[src/rtl/pipe_ctrl_pkg.sv]
// Shared types and helpers for the elastic pipeline controller.
// Stage masks are carried in a fixed-width vector wide enough for any supported depth.
package pipe_ctrl_pkg;

    localparam int unsigned MAX_STAGES = 32;

    typedef logic [MAX_STAGES-1:0] stage_mask_t;

    function automatic int unsigned clog2(input int unsigned v);
        int unsigned r;
        r = 0;
        for (int i = 0; i < 32; i++) begin
            if ((64'(1) << i) < 64'(v)) begin
                r = i + 1;
            end
        end
        return r;
    endfunction

    function automatic int unsigned popcount(input stage_mask_t m);
        int unsigned c;
        c = 0;
        for (int i = 0; i < MAX_STAGES; i++) begin
            c = c + 32'(m[i]);
        end
        return c;
    endfunction

endpackage

[src/rtl/pipe_ctrl_stage_reg.sv]
// One pipeline slot: a reset valid bit plus an unreset payload register.
// Kill clears the slot; bubble makes an enabled load arrive empty.
module pipe_stage_reg #(
    parameter int unsigned DATA_WIDTH = 32
) (
    input  logic                  clk,
    input  logic                  rst,
    input  logic                  i_en,
    input  logic                  i_kill,
    input  logic                  i_bubble,
    input  logic                  i_d_valid,
    input  logic [DATA_WIDTH-1:0] i_d_data,
    output logic                  o_valid,
    output logic                  o_valid_nxt,
    output logic [DATA_WIDTH-1:0] o_data
);

    logic                  r_valid;
    logic [DATA_WIDTH-1:0] r_data;
    logic                  w_valid_nxt;

    always_comb begin
        w_valid_nxt = r_valid;
        if (i_kill) begin
            w_valid_nxt = 1'b0;
        end else if (i_en) begin
            w_valid_nxt = i_d_valid && !i_bubble;
        end
    end

    always_ff @(posedge clk or negedge rst) begin
        if (!rst) begin
            r_valid <= 1'b0;
        end else begin
            r_valid <= w_valid_nxt;
        end
    end

    always_ff @(posedge clk) begin
        if (i_en) begin
            r_data <= i_d_data;
        end
    end

    assign o_valid     = r_valid;
    assign o_valid_nxt = w_valid_nxt;
    assign o_data      = r_data;

endmodule

[src/rtl/pipe_ctrl.sv]
// N-stage elastic pipeline: ready/valid enable chain, hazard hold with bubble
// insertion, partial flush, registered occupancy and saturating retire/bubble counters.
module pipe_ctrl
    import pipe_ctrl_pkg::*;
#(
    parameter int unsigned STAGES     = 5,
    parameter int unsigned DATA_WIDTH = 32,
    parameter int unsigned CNT_WIDTH  = 32,
    localparam int unsigned IDX_W     = clog2(STAGES),
    localparam int unsigned OCC_W     = clog2(STAGES + 1)
) (
    input  logic                         clk,
    input  logic                         rst,
    input  logic                         in_valid,
    output logic                         in_ready,
    input  logic [DATA_WIDTH-1:0]        in_data,
    output logic                         out_valid,
    input  logic                         out_ready,
    output logic [DATA_WIDTH-1:0]        out_data,
    input  logic                         hold,
    input  logic [IDX_W-1:0]             hold_stage,
    input  logic                         flush,
    input  logic [IDX_W-1:0]             flush_stage,
    output logic [STAGES-1:0]            stage_valid,
    output logic [STAGES*DATA_WIDTH-1:0] stage_data,
    output logic [OCC_W-1:0]             occupancy,
    output logic [CNT_WIDTH-1:0]         retired_cnt,
    output logic [CNT_WIDTH-1:0]         bubble_cnt
);

    localparam logic [IDX_W-1:0] LAST = IDX_W'(STAGES - 1);

    logic [IDX_W-1:0]      w_hold_idx;
    logic [IDX_W-1:0]      w_flush_idx;
    logic [STAGES-1:0]     w_hold_mask;
    logic [STAGES-1:0]     w_flush_mask;
    logic [STAGES-1:0]     w_bubble;
    logic [STAGES-1:0]     w_en;
    logic [STAGES-1:0]     w_valid;
    logic [STAGES-1:0]     w_valid_nxt;
    logic [STAGES-1:0]     w_d_valid;
    logic [DATA_WIDTH-1:0] w_d_data [STAGES];
    logic [DATA_WIDTH-1:0] w_data   [STAGES];
    logic                  w_carry;
    logic                  w_retire;
    logic                  w_bubble_inc;

    logic [OCC_W-1:0]      r_occ;
    logic [CNT_WIDTH-1:0]  r_retired;
    logic [CNT_WIDTH-1:0]  r_bubbles;

    assign w_hold_idx  = ({1'b0, hold_stage} >= (IDX_W + 1)'(STAGES)) ? LAST : hold_stage;
    assign w_flush_idx = ({1'b0, flush_stage} >= (IDX_W + 1)'(STAGES)) ? LAST : flush_stage;

    // The first un-held stage past the hold boundary receives the bubble.
    always_comb begin
        w_hold_mask  = '0;
        w_flush_mask = '0;
        w_bubble     = '0;
        for (int i = 0; i < int'(STAGES); i++) begin
            w_hold_mask[i]  = hold && (IDX_W'(i) <= w_hold_idx);
            w_flush_mask[i] = flush && (IDX_W'(i) <= w_flush_idx);
        end
        for (int i = 1; i < int'(STAGES); i++) begin
            w_bubble[i] = w_hold_mask[i-1] && !w_hold_mask[i];
        end
    end

    always_comb begin
        w_en    = '0;
        w_carry = out_ready;
        for (int i = int'(STAGES) - 1; i >= 0; i--) begin
            w_en[i] = !w_hold_mask[i] && (!w_valid[i] || w_carry);
            w_carry = w_en[i];
        end
    end

    for (genvar g = 0; g < int'(STAGES); g++) begin : g_stage
        if (g == 0) begin : g_head
            assign w_d_valid[g] = in_valid;
            assign w_d_data[g]  = in_data;
        end else begin : g_body
            assign w_d_valid[g] = w_valid[g-1];
            assign w_d_data[g]  = w_data[g-1];
        end

        pipe_stage_reg #(
            .DATA_WIDTH(DATA_WIDTH)
        ) u_stage_reg (
            .clk         (clk),
            .rst         (rst),
            .i_en        (w_en[g]),
            .i_kill      (w_flush_mask[g]),
            .i_bubble    (w_bubble[g]),
            .i_d_valid   (w_d_valid[g]),
            .i_d_data    (w_d_data[g]),
            .o_valid     (w_valid[g]),
            .o_valid_nxt (w_valid_nxt[g]),
            .o_data      (w_data[g])
        );

        assign stage_data[g*DATA_WIDTH +: DATA_WIDTH] = w_data[g];
    end

    assign w_retire     = w_valid[STAGES-1] && out_ready;
    assign w_bubble_inc = |(w_bubble & w_en & ~w_flush_mask);

    always_ff @(posedge clk or negedge rst) begin
        if (!rst) begin
            r_occ     <= '0;
            r_retired <= '0;
            r_bubbles <= '0;
        end else begin
            r_occ <= OCC_W'(popcount(stage_mask_t'(w_valid_nxt)));
            if (w_retire && (r_retired != '1)) begin
                r_retired <= r_retired + CNT_WIDTH'(1);
            end
            if (w_bubble_inc && (r_bubbles != '1)) begin
                r_bubbles <= r_bubbles + CNT_WIDTH'(1);
            end
        end
    end

    assign in_ready    = w_en[0] && !flush;
    assign out_valid   = w_valid[STAGES-1];
    assign out_data    = w_data[STAGES-1];
    assign stage_valid = w_valid;
    assign occupancy   = r_occ;
    assign retired_cnt = r_retired;
    assign bubble_cnt  = r_bubbles;

endmodule

[config.mk]
export PLATFORM = sky130hd
export DESIGN_NAME = pipe_ctrl
export DESIGN_NICKNAME = d
export VERILOG_FILES = /design/src/rtl/pipe_ctrl_pkg.sv /design/src/rtl/pipe_ctrl_stage_reg.sv /design/src/rtl/pipe_ctrl.sv
export SDC_FILE = /design/constraint.sdc
export NUM_CORES = 1
export LEC_CHECK = 0
export CAP_MARGIN = 20
export CORE_MARGIN = 2
export CORE_UTILIZATION = 45
export CTS_BUF_LIST = sky130_fd_sc_hd__clkbuf_8
export CTS_CLUSTER_DIAMETER = 200
export DETAILED_ROUTE_END_ITERATION = 8
export HOLD_SLACK_MARGIN = 0.12
export PLACE_DENSITY = 0.8
export SLEW_MARGIN = 20
export SYNTH_ARGS = -nofsm -noshare
export SYNTH_HDL_FRONTEND = slang
export SYNTH_HIERARCHICAL = 1
export SYNTH_SLANG_ARGS = --single-unit
[constraint.sdc]
create_clock -name clk -period 7.4 [get_ports clk]
set_input_delay 1.48 -clock clk [delete_from_list [all_inputs] [get_ports clk]]
set_output_delay 1.48 -clock clk [all_outputs]
set_load 0.03 [all_outputs]
==> impl_metrics.yaml, run 1 <==
logic_synthesis:
  synth-seq-area-share_pct: 76.1
  synth_top_family_by_area: "simple AND/OR/NAND/NOR gates"
  synth.distinct_cells: 50
  synth_edf_count: 160
  syn_area_um2: 8680
  postSynth.asyncResetShare_pct: 31.0
  ys_top_cells_by_area: "edfxtp_1, dfrtp_1, xor2_1, buf_4, xnor2_1"
  syn_nets: 582
  synth_cells: 533
  synthMuxAreaShare_pct: 0.260
  synth_top_area_cell: "edfxtp_1"
  synth-compound-area-share_pct: 2.15
  synth-simple-area-share_pct: 10.4
  synth_flop_cell: "edfxtp_1"
  synth.top_cell.area_share_pct: 55.4
  ys_warn_count: 6
  synth_xor_area_share_pct: 6.26
  avgSynthCellArea_um2: 16.3
  synth_adder_area_share_pct: 0.894
  ys_seq_elements: 232
pwr:
  vdd_ir_drop_max_v: 0.000195
  pwr_density_cell_nw_per_um2: 258
  p_int_mw: 2.33
  p_seq_share_pct: 49.3
  power.share.combinational_pct: 18.8
  p_switching_mw: 0.928
  power.leakage_nw: 4.91
  switching_share_pct: 28.5
  clkPwrFrac_pct: 31.9
timing:
  fmax_ghz: 0.182
  setup_viol: 0
  finClkSkew_ns: 0.0327
  final_max_slew_viol_count: 0
  relSlewSlack_pct: 28.1
  period_needed_ns: 5.51
  hold_viol: 0
  rsz0062_at_grt: "no"
  tightest_slew_ns: 1.08
  finalSetupTns_ns: 0
  period_share_pct: 74.4
cells_and_area:
  n_antenna_cell: 0
  finish.utilization_pct: 67.1
  final_common_cell: "clkdlybuf4s50_1"
  areaGrowthSynthToFinish_pct: 45.6
  layout_common_cells: "clkdlybuf4s50_1, edfxtp_1, dfrtp_1, clkbuf_8, xor2_1"
  drive_gt1_share_pct: 9.06
  nNetsFinal: 895
  final_cells: 1132
global_routing:
  grt_pass1_wl_um: 31500
  grt-ovfl-total: 0
  grt_use_met2_pct: 34.3
  grt_pass1_vias: 5412
  use_met1_pct: 25.8
  grt.met3_usage_pct: 4.66
  grt_busiest_layer: "met2"
  grt_start_max_net_pins: 73
  grt_usage_pct: 20.5
  antenna_found_initial: 0
floorplan:
  top_level_ports: 310
  coreArea_um2: 18800
  rows: 50
  die_h_um: 143
  die_w_um: 143
  start_util_pct: 46.1
  dieArea_um2: 20400
critical_path:
  worstSetupStartpoint: "out_ready"
  start_kind: "input pin"
  worstSetupEndpoint: "in_ready"
  r2r-start: "g_stage[4].u_stage_reg/o_valid"
  timing.rr.end: "occupancy[1]"
  r2r_cells: 9
  end_kind: "output port"
  worst-r2r-setup-slack_ns: 4.21
  critical_path_arrival_ns: 4.03
  critPathKind: "in -> out"
  crit_path_max_fanout: 35
  cp.required_ns: 5.92
outcome:
  status: "finished clean"
clocking:
  cts_max_level: 2
  clk_latency_ns: 0.51
  ctsLongestPathBuffers: 3
  holdBufCountCts: 0
  clock-root-buffer: "clkbuf_8"
  cts_buffers: 39
  cts.sinks: 232
  cts_tree: "yes"
  ctsResizeCount: 0
  path_clk_slew_ns: 0.06
  cts_setup_buffers: 0
run:
  max_cap_violations: 0
detailed_routing:
  drt_first_pass_iters: 4
  drt_wl_total_um: 21400
  dr.first_iter.drc_count: 250
  vias_per_cell: 4.87
  wl_per_cell_um: 18.9
  via_count: 5517
  detail-route-antenna-nets: 0
  route.detailed.drc: 0
placement:
  dp_hpwl_um: 15800
  gp_congestion: 0.871
  port_buffers: 309
  placedCellCount: 1063
hold_path:
  hold_path_class: "reg -> reg"
==> power by group through the flow <==
| stage | combinational [mW] | clock, mW | sequential (mW) |
|---|---|---|---|
| floorplan | 0.122 | 0 | 1.82 |
| finish | 0.611 | 1.04 | 1.61 |
| detailed placement | 0.612 | 0 | 1.63 |
| global route | 0.636 | 1.13 | 1.62 |
| CTS | 0.614 | 1.07 | 1.61 |
| global placement | 0.605 | 0 | 1.63 |
==> critical path, stage by stage <==
cell and delay (ns):
clkdlybuf4s50_1 0.55, and4b_1 0.29, and2_1 0.25, a21oi_4 0.16
buf_4 0.43, nor2b_1 0.19, clkdlybuf4s50_1 0.68
==> logic make-up (layout without fill, tap and decap cells) <==
group           count (synthesis)  after routing
buf+inv                        50            389
simple gates                  159            159
flops                         232            232
compound gates                 22             22
fa+ha+maj                       5              5
mux                             2              2
other cells                     1              1
xor+xnor                       62             62
==> through the flow <==
stage / area, um^2 / power, mW / hold WS [ns] / setup slack (ns)
global placement: 11900 / 2.23 / 0.429 / 1.93
detailed placement: 11900 / 2.24 / 0.433 / 1.88
floorplan: 8680 / 1.95 / 0.659 / 1.76
finish: 12600 / 3.26 / 0.444 / 1.89
global route: 12600 / 3.39 / 0.455 / 1.77
CTS: 12600 / 3.29 / 0.446 / 1.87
==> final cells by class <==
type	instances	area [um^2]
Sequential cell	232	6610
Clock inverter	24	121
Tap cell	260	325
Inverter	9	33.8
Clock buffer	43	592
Fill cell	1349	6200
Multi-Input combinational cell	251	1790
Timing Repair Buffer	313	3160
==> cell usage after synthesis, types with 3 or more instances <==
cell / count
a21oi_1: 6
a21oi_2: 5
and2_1: 6
and3_1: 6
and4_1: 6
buf_4: 33
clkbuf_1: 4
dfrtp_1: 72
edfxtp_1: 160
ha_1: 3
inv_1: 9
nand2_1: 22
nand2b_1: 6
nand3_1: 19
nand3b_1: 5
nand4_1: 20
nor2_1: 21
nor2b_1: 4
nor3_1: 17
nor4_1: 11
or2_2: 3
xnor2_1: 26
xor2_1: 36
==> layer usage <==
layer | up-vias | wire length [um] | share of wire (%)
met5 | - | 0 | 0
met1 | 2704 | 8500 | 40
met3 | 44 | 1200 | 5.6
met2 | 206 | 10900 | 51
li1 | 2563 | - | -
met4 | 0 | 738 | 3.5
==> state kept, by name, indices dropped and copies added, names as in the netlist <==
name / cells
g_stage.u_stage_reg/o_data: 160
occupancy: 3
retired_cnt: 32
g_stage.u_stage_reg/o_valid: 5
bubble_cnt: 32
==> how the worst min path moves through the flow <==
stage | slack, ns | to | startpoint | cells after the start
after floorplan | 0.66 | bubble_cnt[17] | bubble_cnt[17] | 1
after global placement | 0.43 | g_stage[4].u_stage_reg/o_data[13] | g_stage[3].u_stage_reg/o_data[13] | 0
final | 0.44 | g_stage[3].u_stage_reg/o_data[26] | g_stage[2].u_stage_reg/o_data[26] | 0
after detailed placement | 0.43 | g_stage[4].u_stage_reg/o_data[10] | g_stage[3].u_stage_reg/o_data[10] | 0
after CTS | 0.45 | g_stage[4].u_stage_reg/o_data[8] | g_stage[3].u_stage_reg/o_data[8] | 0
after global routing | 0.45 | g_stage[3].u_stage_reg/o_data[25] | g_stage[2].u_stage_reg/o_data[25] | 0
Power figures use the tool's default switching activity.
==> run 2: changes to the inputs <==
CORE_UTILIZATION = 42   (was 45)
PLACE_DENSITY = 0.79   (was 0.8)
clock period = 4.76 ns   (was 7.4 ns; I/O delays follow)
==> impl_metrics.yaml, run 2 (synthesized netlist as in run 1, its figures left out) <==
clocking:
  cts.sinks: 232
  ctsLongestPathBuffers: 3
  clock-root-buffer: "clkbuf_8"
  cts_tree: "yes"
  cts_setup_buffers: 0
  path_clk_slew_ns: 0.05
  cts_buffers: 39
  holdBufCountCts: 0
  clk_latency_ns: 0.51
  ctsResizeCount: 0
  cts_max_level: 2
detailed_routing:
  drt_wl_total_um: 21200
  via_count: 5524
  route.detailed.drc: 0
  dr.first_iter.drc_count: 214
  vias_per_cell: 4.83
  wl_per_cell_um: 18.6
  drt_first_pass_iters: 4
  detail-route-antenna-nets: 0
cells_and_area:
  seq_area_um2: 6610
  drive_gt1_share_pct: 9.04
  final_common_cell: "clkdlybuf4s50_1"
  n_antenna_cell: 0
  layout_common_cells: "clkdlybuf4s50_1, edfxtp_1, dfrtp_1, clkbuf_8, xor2_1"
  finish.utilization_pct: 62.2
  final_area_um2: 12600
  areaGrowthSynthToFinish_pct: 45.1
  multi_input_area_um2: 1790
  largest_register_ffs: 160
  fill_cells: 1559
  nNetsFinal: 897
floorplan:
  start_util_pct: 42.9
  top_level_ports: 310
  die_h_um: 148
  die_w_um: 148
  coreArea_um2: 20200
  rows: 52
  dieArea_um2: 21800
placement:
  gp_congestion: 0.894
  dp_hpwl_um: 16000
  port_buffers: 309
  place_area_um2: 11900
global_routing:
  grt_start_max_net_pins: 42
  grt_pass1_wl_um: 31900
  grt_usage_pct: 19.1
  antenna_found_initial: 0
  grt_pass1_vias: 5620
  grt-ovfl-total: 0
timing:
  final_max_slew_viol_count: 0
  fmax_ghz: 0.245
  period_needed_ns: 4.08
  hold_viol: 0
  finalSetupTns_ns: 0
  finClkSkew_ns: 0.0151
  tightest_slew_ns: 0.707
  rsz0062_at_grt: "no"
  setup_viol: 0
  period_share_pct: 85.7
  relSlewSlack_pct: 52.9
pwr:
  power.leakage_nw: 4.88
  vdd_ir_drop_max_v: 0.000340
  pwr_density_cell_nw_per_um2: 396
  power_mw: 4.99
critical_path:
  critPathKind: "in -> out"
  start_kind: "input pin"
  cp.required_ns: 3.81
  critical_path_arrival_ns: 3.13
  end_kind: "output port"
  crit_path_max_fanout: 7
  worst-r2r-setup-slack_ns: 1.90
outcome:
  status: "finished clean"
run:
  max_cap_violations: 0
hold_path:
  hold_path_class: "reg -> reg"
## run 2: power breakdown
group | internal (mW) | leakage, nW | switching, mW
clock | 0.822 | 0.403 | 0.724
sequential | 2.36 | 2.55 | 0.133
combinational | 0.378 | 1.93 | 0.567
total | 3.56 | 4.88 | 1.42
## run 2: layout make-up
type | instances | share of cell area [%]
Multi-Input combinational cell | 251 | 14.3
Sequential cell | 232 | 52.5
Timing Repair Buffer | 315 | 24.9
Inverter | 9 | 0.268
Clock buffer | 43 | 4.70
Tap cell | 270 | 2.68
Clock inverter | 24 | 0.745
## run 2: worst paths after layout
| path | from | cells past startpoint | endpoint |
|---|---|---|---|
| max | out_ready | 6 | in_ready |
| min in group asynchronous | rst | 1 | bubble_cnt[8] |
| min reg2reg | g_stage[0].u_stage_reg/o_data[23] | 0 | g_stage[1].u_stage_reg/o_data[23] |
| min | g_stage[0].u_stage_reg/o_data[23] | 0 | g_stage[1].u_stage_reg/o_data[23] |
| max reg2reg | g_stage[4].u_stage_reg/o_valid | 8 | occupancy[1] |
| max in group asynchronous | rst | 2 | retired_cnt[5] |
## run 2: through the flow
step           std cells  hold slack [ns]  setup WS, ns
4_1_cts             1144            0.443         0.696
6_report            1144            0.438         0.682
3_3_place_gp        1077            0.429         0.716
5_1_grt             1144            0.445         0.589
2_1_floorplan        533            0.656        0.0754
3_5_place_dp        1077            0.433         0.705
## run 2: worst max-delay path: stages
cell             delay, ns
clkdlybuf4s50_1       0.54
and4b_1               0.29
and2_1                0.25
a21oi_4               0.25
nor2b_1               0.16
clkdlybuf4s50_1       0.67
## run 2: per-layer routing
metal	up-vias	wire [um]	global-route usage [%]	share of wire, %
li1	2554	-	-	-
met1	2711	8620	24.5	41
met2	210	10500	31.0	49
met3	49	1160	4.07	5.5
met4	0	965	9.57	4.5
met5	-	0	0	0
